File: src/rtl/axi_llc_data_way_arb.sv
// axi_llc_data_way_arb
//
// Shares one LLC data way between NumReq cache units. Requests are granted
// round-robin. A grant is held (LOCKED) until a beat flagged `last` completes
// its handshake with the way. Read responses from the way are steered back to
// the unit named by the response's cache_unit tag.
//
// Payload layout: the request and response structs are carried as flat
// vectors. Their cache_unit field occupies the UNIT_W least significant bits.
// In the request struct, `we` sits at bit UNIT_W. The arbiter itself only
// rewrites cache_unit on requests and only reads it on responses.
//
// Ports
//   clk_i, rst_i        clock (rising edge), asynchronous active-high reset
//   req_i               NumReq request payloads, unit i at [i*INP_W +: INP_W]
//   req_last_i          per-unit last-beat flag
//   req_valid_i         per-unit request valid
//   req_ready_o         per-unit request accepted (only the granted bit)
//   way_inp_o           request forwarded to the data way
//   way_valid_o         request valid towards the data way
//   way_ready_i         data way accepts the request
//   way_oup_i           read response from the data way
//   way_oup_valid_i     read response valid
//   way_oup_ready_o     read response consumed
//   rsp_o               response broadcast to all units
//   rsp_valid_o         one-hot response valid
//   rsp_ready_i         per-unit response ready
//   unit_err_o          pulse when a valid response carries a tag >= NumReq
module axi_llc_data_way_arb #(
  parameter int NumReq = 4,
  parameter int UNIT_W = 3,
  parameter int INP_W  = 16,
  parameter int OUP_W  = 35
) (
  input  logic                    clk_i,
  input  logic                    rst_i,
  input  logic [NumReq*INP_W-1:0] req_i,
  input  logic [NumReq-1:0]       req_last_i,
  input  logic [NumReq-1:0]       req_valid_i,
  output logic [NumReq-1:0]       req_ready_o,
  output logic [INP_W-1:0]        way_inp_o,
  output logic                    way_valid_o,
  input  logic                    way_ready_i,
  input  logic [OUP_W-1:0]        way_oup_i,
  input  logic                    way_oup_valid_i,
  output logic                    way_oup_ready_o,
  output logic [OUP_W-1:0]        rsp_o,
  output logic [NumReq-1:0]       rsp_valid_o,
  input  logic [NumReq-1:0]       rsp_ready_i,
  output logic                    unit_err_o
);

  localparam int IDX_W = (NumReq > 1) ? $clog2(NumReq) : 1;

  typedef enum logic {IDLE, LOCKED} state_e;

  state_e             state_q, state_d;
  logic [IDX_W-1:0]   rr_q, rr_d;
  logic [IDX_W-1:0]   lock_q, lock_d;
  logic [IDX_W-1:0]   gnt;
  logic               gnt_vld;
  logic               hs;
  logic               gnt_last;
  int                 idx;
  logic [INP_W-1:0]   inp;
  logic [UNIT_W-1:0]  rsp_unit;
  logic               rsp_in_range;

  // Successor of a requester index, wrapping at NumReq. With a single
  // requester the pointer never moves.
  function automatic logic [IDX_W-1:0] wrap_inc(input logic [IDX_W-1:0] x);
    if (NumReq == 1) return '0;
    return IDX_W'((int'(x) + 1) % NumReq);
  endfunction

  // State register
  always_ff @(posedge clk_i or posedge rst_i) begin
    if (rst_i) begin
      state_q <= IDLE;
      rr_q    <= '0;
      lock_q  <= '0;
    end else begin
      state_q <= state_d;
      rr_q    <= rr_d;
      lock_q  <= lock_d;
    end
  end

  // Next-state logic
  always_comb begin
    state_d = state_q;
    rr_d    = rr_q;
    lock_d  = lock_q;
    unique case (state_q)
      IDLE: begin
        if (gnt_vld) begin
          if (hs && gnt_last) begin
            rr_d = wrap_inc(gnt);
          end else begin
            // Stalled first beat or start of a multi-beat sequence: the
            // presented request must not be retracted, so pin the grant.
            state_d = LOCKED;
            lock_d  = gnt;
          end
        end
      end
      LOCKED: begin
        if (hs && gnt_last) begin
          state_d = IDLE;
          rr_d    = wrap_inc(lock_q);
        end
      end
      default: state_d = IDLE;
    endcase
  end

  // Grant selection and request forwarding
  always_comb begin
    gnt     = rr_q;
    gnt_vld = 1'b0;
    idx     = 0;
    if (state_q == LOCKED) begin
      gnt     = lock_q;
      gnt_vld = 1'b1;
    end else begin
      for (int k = 0; k < NumReq; k++) begin
        idx = (int'(rr_q) + k) % NumReq;
        if (!gnt_vld && req_valid_i[IDX_W'(idx)]) begin
          gnt     = IDX_W'(idx);
          gnt_vld = 1'b1;
        end
      end
    end

    inp               = req_i[int'(gnt)*INP_W +: INP_W];
    inp[UNIT_W-1:0]   = UNIT_W'(gnt);
    way_inp_o         = inp;
    way_valid_o       = !rst_i && gnt_vld && req_valid_i[gnt];
    gnt_last          = req_last_i[gnt];
    for (int i = 0; i < NumReq; i++) begin
      req_ready_o[i] = !rst_i && gnt_vld && (int'(gnt) == i) && way_ready_i;
    end
  end

  assign hs = way_valid_o && way_ready_i;

  // Response steering; independent of the request side
  always_comb begin
    rsp_unit        = way_oup_i[UNIT_W-1:0];
    rsp_in_range    = int'(rsp_unit) < NumReq;
    rsp_o           = way_oup_i;
    // Out-of-range tags are dropped, so the way must not be stalled by them.
    way_oup_ready_o = !rsp_in_range;
    for (int i = 0; i < NumReq; i++) begin
      rsp_valid_o[i] = way_oup_valid_i && rsp_in_range && (int'(rsp_unit) == i);
      if (rsp_in_range && (int'(rsp_unit) == i)) begin
        way_oup_ready_o = rsp_ready_i[i];
      end
    end
    unit_err_o = !rst_i && way_oup_valid_i && !rsp_in_range;
  end

endmodule

File: config.mk
export PLATFORM = sky130hd
export DESIGN_NAME = axi_llc_data_way_arb
export DESIGN_NICKNAME = d
export VERILOG_FILES = /design/src/rtl/axi_llc_data_way_arb.sv
export SDC_FILE = /design/constraint.sdc
export NUM_CORES = 1
export LEC_CHECK = 0
export BUFFER_PORTS_ARGS = -buffer_cell sky130_fd_sc_hd__buf_2
export CORE_ASPECT_RATIO = 1.1
export CORE_MARGIN = 5
export CORE_UTILIZATION = 31
export CTS_CLUSTER_SIZE = 12
export DETAILED_ROUTE_END_ITERATION = 10
export HOLD_SLACK_MARGIN = 0.1
export PLACE_DENSITY = 0.84
export SYNTH_ARGS = -nofsm -noshare
export SYNTH_HDL_FRONTEND = slang
export SYNTH_SLANG_ARGS = --single-unit
export TNS_END_PERCENT = 5
File: constraint.sdc
create_clock -name clk_i -period 2.28 [get_ports clk_i]
set_input_delay 0.342 -clock clk_i [delete_from_list [all_inputs] [get_ports clk_i]]
set_output_delay 0.342 -clock clk_i [all_outputs]
set_load 0.05 [all_outputs]
==> results.md <==
- Status: complete, but fails checks
- Failing checks: negative setup slack
- WP data required: 1.94 ns
- EDFF count, synth: 0
- Min Tclk post-route: around 2.6 ns
- Endpoints failing hold: 0
- Mapped Nets: ~310
- Post-detail-place hpwl: 4.08 mm
- NumNets Final: between 400 and 500
- Share of cells above drive strength 1: 73.4%
- Reg2reg end: lock_q[0]
- Core Rows: 26
- CTS root buf: clkbuf_8
- TritonCTS clock tree: built
- Crit-path max FO: 8
- Max IR drop VDD: 0.00121 V
- Worst Setup SP: rr_q[0]
- Cell Count, Final, Fillers Out: roughly 350
- Worst r2r src: rr_q[1]
- Register area share after synthesis: between 8 and 9%
- Critical path class: reg2out
- IO Count: 177
- Clock-pin slew on the worst setup and hold paths: 0.04 ns
- Routability cong.: about 0.85
- Synth warn: 0
- Clk_skew: about 0.0020 ns
- Final Setup Violations: 23
- Cell Pwr Density: ~1900 mW/mm²
- Core area: between 0.004 and 0.005 mm²
- Final ANT Viol Nets: 0
- Hold Slack: about 0.14 ns
- Vias in the first global route: approximately 1900
- Routed WL: between 5 and 6 mm
- Crit-path cells: nor2b_1, nor3_2, or3_4, nand2_4, buf_8, buf_4, mux2i_2, a21oi_4, buf_6
- Static Leak: ~1.2 nW
- Fmax: around 390 MHz
- Gr usage total: 17.1%
- Max Slew Vio Count: 0
- Placed insts: about 330
- Synth Register Bits: 5
- Clock buffer depth: 2
- Async set-reset flop share out of synthesis: 100%
- Antenna cells: 0
- Period utilisation layout: 113%
- DIE AREA: ~0.0064 mm²
- WL/cell: between 15 and 20 µm
- Largest net degree at the start of global routing: 20
- Initial antenna violation count: 0
- # clock sinks: 5
- Post-synthesis cell area: ~0.0015 mm²
- Hold-fix buffers, CTS: 0
- DRT iter0 DRCs: 66
- Sum of negative setup slack: -4.54 ns
- Worst Slack Setup Final: -0.307 ns
- # fillers: about 400
- Worst min path class: in2async
- Worst setup SP type: flop
- Post-synthesis area per instance: between 8 and 9 µm²
- Crit path to: way_inp_o[14]
- Gr ovfl total: 0
- Overall power: about 4.7 mW
- I/O Buffers: a little under 100
- RSZ-0062 raised after global routing: yes
- Number of maximum-capacitance violations: 0
- Worst path max stage delay: 0.41 ns
- Area Growth Syn to Fin: 67.6%
- CTS H-Tree Depth: 1
- Post-Syn Instances: 188
- Library cells used by synthesis: 50
- Initial core utilization: between 30 and 40%
- Slowest CP cell: dfrtp_1
- Worst-case reg-to-reg path depth: 9
- Via count: roughly 1700
- Die H: ~84 µm
- First-pass GRT wire length: roughly 9 mm
- CP endpoint kind: output port
- Primary FF master, synth: dfrtp_1
- Die X: 76.9 µm
- Remaining DRCs: 0
- Total CTS buffers: 3
- Drt pass-1 iters: 4
- Fin util: between 50% and 60%
- CP arrival: between 2 and 2.5 ns
- Reg-to-reg slack, setup: -0.10 ns
- Worst skew pair latency: 0.23 ns
- Routed vias/inst: a little over 5
## routing by layer
layer | wire length (µm) | track usage [%] | share of wire [%]
met5 | 0 | 0 | 0
met1 | 1860 | 16.6 | 34
met4 | 91 | 4.29 | 1.6
met3 | 528 | 6.16 | 9.5
met2 | 3060 | 33.3 | 55
## cell families after synthesis
family | share of synthesized area, %
AND/OR/NAND/NOR | 23.8
other | 0.245
adder cells (fa/ha/maj) | 3.28
AO/OA/AOI/OAI | 22.8
buffers and inverters | 25.6
multiplexers | 16.2
flip-flops | 8.19
## how the worst min path moves through the flow
stage	startpoint	to	depth (start not counted)
after floorplan	rst_i	lock_q[0]	1
after global placement	rst_i	state_q	3
after detailed placement	rst_i	rr_q[1]	3
after CTS	rst_i	rr_q[1]	3
after global routing	rst_i	rr_q[1]	3
final	rst_i	rr_q[1]	3
## worst max-delay path: cells and delay by family, from the launching register on
| kind | cells | cell delay [ns] |
|---|---|---|
| buffers and inverters | 3 | 0.43 |
| muxes | 1 | 0.28 |
| and+or+nand+nor | 4 | 0.81 |
| AOI/OAI and AO/OA | 1 | 0.08 |
| DFF | 1 | 0.41 |
## placed cells by master (no fill, tap or decap), drive strengths merged, types with 2 or more instances in the layout
cell     count
nor4bb       2
clkbuf       4
a31oi        2
ha           4
o2bb2ai      2
a21oi       14
inv          6
o31a         2
or2          5
nor2b        5
a211oi      13
buf        144
and2        18
mux2         4
o21ai        3
mux4         2
nor3         4
mux2i       15
nor2         6
o211ai       3
and3         3
dfrtp        5
nand3        5
nand2        3
## synth_stat cells (4+ instances only)
library cell | count | area share, %
buf_4 | 38 | 19
mux2i_1 | 15 | 9.8
a21oi_1 | 13 | 4.3
nor3_1 | 4 | 1.3
nor2_1 | 6 | 1.5
nor2b_1 | 5 | 2.0
buf_6 | 5 | 3.7
and2_1 | 17 | 7.0
a211oi_1 | 13 | 6.4
ha_1 | 4 | 3.3
dfrtp_1 | 5 | 8.2
## stage by stage
stage | cell area (µm²) | setup slack, ns
floorplan | 1670 | -0.180
global placement | 2140 | -0.271
detailed placement | 2140 | -0.336
CTS | 2540 | -0.248
global route | 2560 | -0.372
finish | 2560 | -0.307
## sequential cells by signal, summed over array words and instances (netlist names)
signal and cells:
lock_q 2, rr_q 2, state_q 1
## power breakdown
group / switching, mW / internal (mW) / total, mW
clock network: 0.0502 / 0.121 / 0.171
logic: 2.45 / 1.95 / 4.40
registers: 0.0414 / 0.132 / 0.173
## what timing repair did
item / in CTS / in global routing
gates cloned: 2 / 0
pin swaps: 12 / 6
endpoints found under the setup margin: 22 / 24
resized for setup: 81 / 2
setup buffers: 6 / 1
hold endpoints to repair: 0 / 0
## area by class of cell
type / instances / area (µm²) / area share, %
Clock buffer: 4 / 45.0 / 1.76
Inverter: 6 / 32.5 / 1.27
Multi-Input combinational cell: 130 / 1300 / 50.9
Sequential cell: 5 / 125 / 4.89
Tap cell: 56 / 70.1 / 2.74
Timing Repair Buffer: 144 / 983 / 38.4
Power figures use the tool's default switching activity.
